--- config.mk ---
export PLATFORM = sky130hd
export DESIGN_NAME = reset_sequencer_flat
export DESIGN_NICKNAME = d
export VERILOG_FILES = /design/src/rtl/reset_sequencer_pkg.sv /design/src/rtl/reset_sequencer_if.sv /design/src/rtl/reset_synchronizer.sv /design/src/rtl/reset_sequencer.sv /design/src/flat_wrapper.sv
export SDC_FILE = /design/constraint.sdc
export NUM_CORES = 1
export LEC_CHECK = 0
export ABC_AREA = 1
export CAP_MARGIN = 20
export CORE_ASPECT_RATIO = 0.9
export CORE_MARGIN = 1
export CORE_UTILIZATION = 30
export CTS_BUF_LIST = sky130_fd_sc_hd__clkbuf_2
export DETAILED_ROUTE_END_ITERATION = 8
export PLACE_DENSITY_LB_ADDON = 0.2
export RECOVER_POWER = 25
export SYNTH_ARGS = -nofsm -noshare
export SYNTH_HDL_FRONTEND = slang
export SYNTH_HIERARCHICAL = 1
export SYNTH_SLANG_ARGS = --single-unit
--- constraint.sdc ---
create_clock -name clk -period 1.75 [get_ports clk]
set_input_delay 0.4375 -clock clk [delete_from_list [all_inputs] [get_ports clk]]
set_output_delay 0.4375 -clock clk [all_outputs]
set_load 0.01 [all_outputs]
--- src/rtl/reset_sequencer_pkg.sv ---
// Shared types and constants for the reset sequencer slice.
// Latency: n/a (types and a pure function only).
// Backpressure: n/a.
package reset_sequencer_pkg;

  localparam int CycleCountWidth = 32;

  typedef enum logic [1:0] {
    SYNC   = 2'd0,
    GAP    = 2'd1,
    RUN    = 2'd2,
    ASSERT = 2'd3
  } state_e;

  // Saturating increment: sticks at all-ones instead of wrapping back to zero.
  function automatic logic [CycleCountWidth-1:0] sat_inc(input logic [CycleCountWidth-1:0] v);
    return (&v) ? v : v + 1'b1;
  endfunction

endpackage

--- src/rtl/reset_sequencer_if.sv ---
// Control/status bundle between the reset sequencer and its controller.
// Latency: n/a (wiring only).
// Backpressure: none; hold is the only throttle and it only gates sequence start.
interface reset_sequencer_if
  import reset_sequencer_pkg::*;
#(
  parameter int NumDomains = 4
) ();

  logic                       sw_rst_req;
  logic                       hold;
  logic [NumDomains-1:0]      domain_rst_n;
  logic                       ready;
  logic                       busy;
  logic [CycleCountWidth-1:0] cycle_count;
  logic                       limit_hit;

  // Controller side: issues requests, observes reset/status outputs.
  modport master (
    output sw_rst_req, hold,
    input  domain_rst_n, ready, busy, cycle_count, limit_hit
  );

  // Sequencer side.
  modport slave (
    input  sw_rst_req, hold,
    output domain_rst_n, ready, busy, cycle_count, limit_hit
  );

endinterface

--- src/rtl/reset_synchronizer.sv ---
// Async-assert / sync-deassert reset synchroniser.
// Latency: deasserts SyncStages posedges after rst_n rises; asserts immediately.
// Backpressure: none.
module reset_synchronizer #(
  parameter int SyncStages = 2
) (
  input  logic clk,
  input  logic rst_n,
  output logic sync_rst_n
);

  logic [SyncStages-1:0] chain_q;

  // Clear the chain asynchronously, then shift ones in once rst_n is high.
  always_ff @(posedge clk or negedge rst_n) begin
    if (!rst_n) begin
      chain_q <= '0;
    end else begin
      chain_q <= {chain_q[SyncStages-2:0], 1'b1};
    end
  end

  assign sync_rst_n = chain_q[SyncStages-1];

endmodule

--- src/rtl/reset_sequencer.sv ---
// Releases NumDomains reset domains one by one after a synchronised power-on reset or sw reset.
// Latency: first domain releases ReleaseGap posedges after T0; all outputs are registered.
// Backpressure: hold=1 defers the start of a release sequence; it is ignored once sequencing.
module reset_sequencer
  import reset_sequencer_pkg::*;
#(
  parameter int                         NumDomains    = 4,
  parameter int                         SyncStages    = 2,
  parameter int                         ReleaseGap    = 2,
  parameter int                         SwResetCycles = 4,
  parameter logic [CycleCountWidth-1:0] MaxCycleCount = 32'd1048576
) (
  input  logic               clk,
  input  logic               rst_n,
  reset_sequencer_if.slave   bus
);

  // The single down-counter serves both the release gap and the sw-reset hold window.
  localparam int CntMax = (ReleaseGap > SwResetCycles) ? ReleaseGap : SwResetCycles;
  localparam int CntW   = $clog2(CntMax + 1);
  localparam int IdxW   = (NumDomains > 1) ? $clog2(NumDomains) : 1;

  // Gap counter is loaded with ReleaseGap-1 so that domain k lands on T0+(k+1)*ReleaseGap.
  localparam logic [CntW-1:0] GapLoad = CntW'(ReleaseGap - 1);
  localparam logic [CntW-1:0] SwLoad  = CntW'(SwResetCycles);
  localparam logic [IdxW-1:0] LastIdx = IdxW'(NumDomains - 1);

  logic                       sync_rst_n;

  state_e                     state_q, state_d;
  logic [CntW-1:0]            cnt_q, cnt_d;
  logic [IdxW-1:0]            idx_q, idx_d;
  logic [NumDomains-1:0]      rel_q, rel_d;
  logic                       ready_q, ready_d;
  logic                       busy_q, busy_d;
  logic [CycleCountWidth-1:0] count_q, count_d;
  logic                       limit_q, limit_d;
  logic                       por_start;

  reset_synchronizer #(
    .SyncStages (SyncStages)
  ) u_sync (
    .clk        (clk),
    .rst_n      (rst_n),
    .sync_rst_n (sync_rst_n)
  );

  // State register.
  always_ff @(posedge clk or negedge rst_n) begin
    if (!rst_n) begin
      state_q <= SYNC;
    end else begin
      state_q <= state_d;
    end
  end

  // Next-state logic plus the gap/assert counter, domain index and release mask.
  always_comb begin
    state_d = state_q;
    cnt_d   = cnt_q;
    idx_d   = idx_q;
    rel_d   = rel_q;

    unique case (state_q)
      SYNC: begin
        // sw_rst_req is deliberately not looked at here.
        if (sync_rst_n && !bus.hold) begin
          state_d = GAP;
          cnt_d   = GapLoad;
          idx_d   = '0;
        end
      end

      GAP: begin
        if (bus.sw_rst_req) begin
          state_d = ASSERT;
          cnt_d   = SwLoad;
          idx_d   = '0;
          rel_d   = '0;
        end else if (cnt_q == '0) begin
          rel_d[idx_q] = 1'b1;
          cnt_d        = GapLoad;
          if (idx_q == LastIdx) begin
            state_d = RUN;
          end else begin
            idx_d = idx_q + 1'b1;
          end
        end else begin
          cnt_d = cnt_q - 1'b1;
        end
      end

      RUN: begin
        if (bus.sw_rst_req) begin
          state_d = ASSERT;
          cnt_d   = SwLoad;
          idx_d   = '0;
          rel_d   = '0;
        end
      end

      ASSERT: begin
        if (bus.sw_rst_req) begin
          // A repeated request restarts the hold window.
          cnt_d = SwLoad;
        end else if (cnt_q <= CntW'(1)) begin
          // Window expired: this posedge becomes the new T0 unless hold parks us at zero.
          if (!bus.hold) begin
            state_d = GAP;
            cnt_d   = GapLoad;
            idx_d   = '0;
          end else begin
            cnt_d = '0;
          end
        end else begin
          cnt_d = cnt_q - 1'b1;
        end
      end

      default: begin
        state_d = SYNC;
      end
    endcase

    // ready rises one posedge after entering RUN; any exit drops it on the same edge.
    ready_d = (state_q == RUN) && (state_d == RUN);
    busy_d  = !ready_d;
  end

  // Cycle counter and sticky limit; a non-zero count means counting has started.
  always_comb begin
    por_start = (state_q == SYNC) && (state_d == GAP);
    count_d   = count_q;
    if (count_q != '0) begin
      count_d = sat_inc(count_q);
    end else if (por_start) begin
      count_d = CycleCountWidth'(1);
    end
    limit_d = limit_q | ((MaxCycleCount != '0) && (count_d == MaxCycleCount));
  end

  // Datapath and output registers.
  always_ff @(posedge clk or negedge rst_n) begin
    if (!rst_n) begin
      cnt_q   <= '0;
      idx_q   <= '0;
      rel_q   <= '0;
      ready_q <= 1'b0;
      busy_q  <= 1'b1;
      count_q <= '0;
      limit_q <= 1'b0;
    end else begin
      cnt_q   <= cnt_d;
      idx_q   <= idx_d;
      rel_q   <= rel_d;
      ready_q <= ready_d;
      busy_q  <= busy_d;
      count_q <= count_d;
      limit_q <= limit_d;
    end
  end

  assign bus.domain_rst_n = rel_q;
  assign bus.ready        = ready_q;
  assign bus.busy         = busy_q;
  assign bus.cycle_count  = count_q;
  assign bus.limit_hit    = limit_q;

endmodule

--- src/flat_wrapper.sv ---
// flat-port wrapper written by rule: the top's interface ports become plain ports
module reset_sequencer_flat import reset_sequencer_pkg::*;
#(
  parameter int                         NumDomains    = 4,
  parameter int                         SyncStages    = 2,
  parameter int                         ReleaseGap    = 2,
  parameter int                         SwResetCycles = 4,
  parameter logic [CycleCountWidth-1:0] MaxCycleCount = 32'd1048576
)
  (clk, rst_n, bus_sw_rst_req, bus_hold, bus_domain_rst_n, bus_ready, bus_busy, bus_cycle_count, bus_limit_hit);
  reset_sequencer_if #(.NumDomains(NumDomains)) bus_i ();
  input  logic clk;
  input  logic rst_n;
  input wire logic [$bits(bus_i.sw_rst_req)-1:0] bus_sw_rst_req;
  input wire logic [$bits(bus_i.hold)-1:0] bus_hold;
  output wire logic [$bits(bus_i.domain_rst_n)-1:0] bus_domain_rst_n;
  output wire logic [$bits(bus_i.ready)-1:0] bus_ready;
  output wire logic [$bits(bus_i.busy)-1:0] bus_busy;
  output wire logic [$bits(bus_i.cycle_count)-1:0] bus_cycle_count;
  output wire logic [$bits(bus_i.limit_hit)-1:0] bus_limit_hit;
  assign bus_i.sw_rst_req = bus_sw_rst_req;
  assign bus_i.hold = bus_hold;
  assign bus_domain_rst_n = bus_i.domain_rst_n;
  assign bus_ready = bus_i.ready;
  assign bus_busy = bus_i.busy;
  assign bus_cycle_count = bus_i.cycle_count;
  assign bus_limit_hit = bus_i.limit_hit;
  reset_sequencer #(.NumDomains(NumDomains), .SyncStages(SyncStages), .ReleaseGap(ReleaseGap), .SwResetCycles(SwResetCycles), .MaxCycleCount(MaxCycleCount)) u_core (.clk(clk), .rst_n(rst_n), .bus(bus_i));
endmodule
After elaboration in Yosys (flattened, before gate mapping)
Index checks and enable logic that the tools add are counted.
Cells by class
  bitwise operators: 2
  magnitude comparators: 3
  eq/ne operators: 14
  muxes and demuxes: 35
  reductions and logical operators: 14
  add/subtract/negate cells: 3
Operators with widths (number)
  two-way mux 32 bit: 3
  adder 32 x 1 -> 32 bit, second input constant: 1
  == test 32 x 21 -> 1 bit, second input constant: 1
  two-way mux 2 bit: 16
  AND reduction 32 bit: 1
  nonzero test 32 bit: 1
  two-way mux 3 bit: 6
  one-hot mux 2 bit (4 select lines): 2
  two-way mux 4 bit: 3
  one-hot mux 3 bit (4 select lines): 1
  == test 2 bit, second input constant: 4
  one-hot mux 4 bit (2 select lines): 1
  AND reduction 7 bit: 1
  inequality test 2 bit, second input constant: 3
  == test 2 x 1 -> 1 bit, second input constant: 2
  logical AND 1 bit: 4
  inequality test 2 x 1 -> 1 bit, second input constant: 2
  OR 4 bit: 1
  <= comparator 3 x 1 -> 1 bit, second input constant: 1
  zero test 3 bit: 1
  less-than comparator 2 x 3 -> 1 bit, second input constant: 1
  inequality test 3 x 2 -> 1 bit, second input constant: 1
  inequality test 3 bit, second input constant: 1
  AND reduction 3 bit: 1
  other kinds (10): 12
Storage, ports and cells
  input port bits: 4
  output and inout port bits: 39
  flip-flop bits (word level): 48

Longest topological paths before layout
  depth in word-level cells: 11
  mapped depth: 15
  mapped depth without buffers: 15

Hierarchy
The synthesis kept the hierarchy.
By module, submodules not included
  reset_sequencer: area each 3260.6 um^2, times used 1, cells each 498
  reset_synchronizer: area each 53.8 um^2, times used 1, cells each 3

Worst setup path after synthesis
OpenSTA, ideal clock, no wires.
  path type: reg2reg
  from: register u_core.count_q[0] (netlist: u_core/bus.cycle_count[0])
  to: register u_core.limit_q (netlist: u_core/bus.limit_hit)
  stages on the path, launching flop included: 16
  setup slack: -220 ps
  required time: 1634 ps
  clock period less this slack: 1970 ps
  arrival time: 1854 ps
  cell sequence: dfrtp_1 -> ha_1 -> inv_2 -> nor2_8 -> nand2_4 -> nor2_8 -> nand2_4 -> inv_4 -> buf_6 -> nor2_1 -> nand2_1 -> nor2_1 -> nand2_1 -> nor2_1 -> nand2_1 -> nand2_1
On the way
  word-level cells in the longest chain between the ends: 5
  elaborated cells between the ends (all ways): 8
Ends and longest elaborated chain
  start, declared: line reset_sequencer.sv:36  | logic [CycleCountWidth-1:0] count_q, count_d;
  start signal, assigned: line reset_sequencer.sv:158  | count_q <= count_d;
  adder 32 x 1 -> 32 bit or AND reduction 32 bit (tied branches): line reset_sequencer_pkg.sv:17  | return (&v) ? v : v + 1'b1;
  two-way mux 32 bit: line reset_sequencer_pkg.sv:17
  two-way mux 32 bit *: line reset_sequencer.sv:134  | if (count_q != '0) begin
  == test 32 x 21 -> 1 bit *: line reset_sequencer.sv:139  | limit_d = limit_q | ((MaxCycleCount != '0) && (count_d == MaxCycleCount));
  OR 1 bit *: line reset_sequencer.sv:139
  named net u_core.limit_d: line reset_sequencer.sv:37  | logic limit_q, limit_d;
  end signal, assigned: line reset_sequencer.sv:159  | limit_q <= limit_d;
  end, declared: line reset_sequencer.sv:37
The timed path passes the listed nets; every way through them passes the cells marked *.
A chain may end at the register's enable or synchronous reset.

Worst setup path after layout
  from: register u_core.count_q[1] (netlist: u_core/bus.cycle_count[1])
  to: register u_core.limit_q (netlist: u_core/bus.limit_hit)
The elaborated chain is that of the path after synthesis.

==> reports/metrics.yaml <==
run_status:
  status: "finished, violations left"
  failed_checks: "setup timing"
clock_tree:
  path_clk_slew_ns: 0.26
  clockRootBuffer: "clkbuf_2"
  clk-insertion-delay-late_ns: 0.45
  clockBufferDepth: 2
  cts_buffers: 5
  cts_tree: "done"
  cts.htree.levels: 2
  cts.sinks: 48
detailed_routing:
  routed_wl_um: 10900
  drt_pass1_iterations: 4
  drc: 0
  vias: 3788
  wl_per_cell_um: 13.1
  drt_iter0_drc: 184
  viasPerCell: 4.54
  antenna_left: 0
sta:
  hold_ws_ns: 0.387
  final_max_slew_viol_count: 0
  finalWorstSetupSlack_ns: -0.195
  period_needed_ns: 1.94
  finalHoldViolCount: 0
  rsz0062_at_grt: "yes"
  skew_ns: 0.0190
  tightest_slew_ns: 1.10
  finalSetupViolCount: 4
  slew_headroom: 0.264
  period_share: 1.11
  fmax_mhz: 514
  fin_setup_tns_ns: -0.275
pwr:
  p_int_mw: 2.56
  p_clk_frac: 0.115
  p_sw_mw: 1.72
  power_density_nw_per_um2: 802
  p_leak_nw: 3.02
  combPwrFrac: 0.544
  power_mw: 4.27
  p_seq_frac: 0.341
  peakVddDrop_mv: 0.499
  swShare: 0.402
setup_path:
  startpoint: "u_core/bus.cycle_count[1]"
  cp.arrival_ns: 2.37
  r2r_cells: 13
  cp_data_required_time_ns: 2.17
  worstPathCellList: "ha_4 -> buf_4 -> nand2_4 -> nor2_4 -> buf_4 -> xor2_1 -> nor2_1 -> nand2_1 -> nor2_1 -> nand2_1 -> nor2_2 -> nand2_1 -> nand2_1"
  worstSetupEndpointType: "flop"
  r2r_start: "u_core/bus.cycle_count[1]"
  r2r_setup_slack_ns: -0.19
  start_kind: "flop"
  crit_fanout: 3
  crit_top_cell: "nand2_1"
  path_class: "flop to flop"
  cp-endpoint: "u_core/bus.limit_hit"
  cp_slowest_cell: "dfrtp_2"
  critPathMaxStageDelay_ns: 0.51
  r2r-end: "u_core/bus.limit_hit"
synth:
  synthAdderAreaFrac: 0.0378
  syn_inst: 501
  synthMuxAreaShare: 0
  synth_top_family_by_area: "simple AND/OR/NAND/NOR gates"
  synth_compound_area_frac: 0.0404
  synth-seq-cells: 48
  syn-cell-area_sq_um: 3310
  syn_avg_cell_area_sq_um: 6.62
  ys_seq_area_frac: 0.363
  synthesis.nets: 515
  synth-simple-area-share: 0.433
  synth-xor-area-share: 0.0264
  synth_cell_types: 33
  synth_warnings: 6
finish:
  insertedDiodeCount: 0
  fin_area_sq_um: 5330
  final.fill_count: 1115
  final_util: 0.493
  drive_gt1_frac: 0.409
  syn_to_final_growth_pct: 60.8
  fin_cells: 834
  fin_nets: 714
global_routing:
  grt_pass1_vias: 3898
  grt-ovfl-total: 0
  grtUsageTotal: 0.200
  grt_max_degree: 21
  grt_antenna_before_repair: 0
  grt_pass1_wl_um: 17700
place:
  place_inst: 792
  place.gp.congestion: 0.882
  port_buffers: 42
  pre_cts_slack_ns: -0.264
  place_area_sq_um: 4800
  dp_hpwl_um: 8320
die:
  die_y_um: 102
  die_x_um: 113
  rows: 36
  die_area_sq_um: 11500
  coreArea_sq_um: 10800
  ios: 43
  start_util: 0.307
hold_path:
  hp-class: "flop to flop"
run:
  maxCapViolCount: 0
-- cell usage after synthesis (all sizes together) --
library cell	count	share of area
o22ai	1	0.0019
dfstp	1	0.0079
nor2	112	0.16
nand3b	6	0.014
nand3	29	0.045
dfrtp	47	0.35
and2	1	0.0019
nand4	5	0.0094
buf	3	0.0060
inv	80	0.091
nor3	5	0.0075
nand2	164	0.20
a31oi	1	0.0019
conb	1	0.0011
xnor2	2	0.0053
o211ai	1	0.0023
clkbuf	1	0.0011
o21ai	7	0.011
a21oi	14	0.021
xor2	8	0.021
ha	10	0.038
o221ai	1	0.0026
or2	1	0.0019
-- power by group through the flow --
stage | Clock (mW) | Combinational [mW] | Sequential [mW]
floorplan | 0 | 0.893 | 1.56
global placement | 0 | 1.88 | 1.50
detailed placement | 0 | 1.90 | 1.50
CTS | 0.522 | 2.11 | 1.46
global route | 0.570 | 2.57 | 1.49
finish | 0.489 | 2.32 | 1.46
-- registers in the layout (all words and copies together), names as in the netlist --
signal / flops
u_core/bus.domain_rst_n: 4
u_core/u_sync/chain_q: 2
u_core/bus.limit_hit: 1
u_core/cnt_q: 3
u_core/idx_q: 2
u_core/bus.busy: 1
u_core/state_q: 2
u_core/bus.ready: 1
u_core/bus.cycle_count: 32
-- layout by cell type (no fill, tap or decap), types with 3 or more instances in the layout --
cell type	instances
nand3b_1	6
buf_6	38
dlygate4sd2_1	7
nand2_4	7
inv_2	8
nand3_1	25
xor2_1	8
dfrtp_2	5
nor3_1	3
nand3_2	4
dfrtp_1	42
a21oi_1	14
ha_4	3
nor2_1	68
buf_2	8
buf_4	122
nand4_1	5
nand2_1	140
inv_1	69
nor2_2	29
ha_1	6
o21ai_0	7
nand2_2	17
clkbuf_2	18
nor2_4	13
-- layer usage --
| layer | track usage | part of all wire |
|---|---|---|
| met5 | 0 | 0 |
| met4 | 0.0738 | 0.022 |
| met3 | 0.0401 | 0.036 |
| met2 | 0.363 | 0.49 |
| met1 | 0.236 | 0.45 |
-- worst min-delay path by stage --
stage                                   from                        end  slack, ns  depth (start not counted)
finish              u_core/u_sync/chain_q[0]   u_core/u_sync/chain_q[1]       0.39                          0
CTS                 u_core/u_sync/chain_q[0]   u_core/u_sync/chain_q[1]       0.39                          0
floorplan                              rst_n  u_core/bus.cycle_count[0]       0.14                          0
global route        u_core/u_sync/chain_q[0]   u_core/u_sync/chain_q[1]       0.42                          0
global placement    u_core/u_sync/chain_q[0]   u_core/u_sync/chain_q[1]       0.33                          0
detailed placement  u_core/u_sync/chain_q[0]   u_core/u_sync/chain_q[1]       0.33                          0
-- cell families after synthesis --
logic type               after synthesis
AO/OA/AOI/OAI                         25
XOR/XNOR                              10
adder cells (fa/ha/maj)               10
buffers and inverters                 84
flip-flops                            48
other                                  1
AND/OR/NAND/NOR                      323
-- critical path, delay by kind of cell, from the launching register on --
kind,cells,cell delay (ns)
and+or+nand+nor,9,0.79
xor gates and xnor gates,1,0.13
buffers and inverters,2,0.28
adders and majority gates,1,0.19
DFF,1,0.51
-- area by class of cell --
| type | instances | area, sq um | area share |
|---|---|---|---|
| multi-input cells | 369 | 2010 | 0.378 |
| repair buffers | 196 | 1590 | 0.298 |
| flip-flops and latches | 48 | 1210 | 0.227 |
| inverters | 80 | 310 | 0.0582 |
| well taps | 133 | 166 | 0.0312 |
| clock buffers | 6 | 30.0 | 0.00564 |
| clock inverters | 2 | 12.5 | 0.00235 |
-- repair_timing --
| action | 4_1_cts | 5_1_grt |
|---|---|---|
| hold buffers | 1 | 0 |
| hold endpoints to repair | 17 | 0 |
| pin swaps | 26 | 25 |
| setup endpoints to repair | 58 | 44 |
| setup buffers | 27 | 12 |
| gates resized for setup | 160 | 75 |
Note: power is estimated with default switching activity, not from simulation.
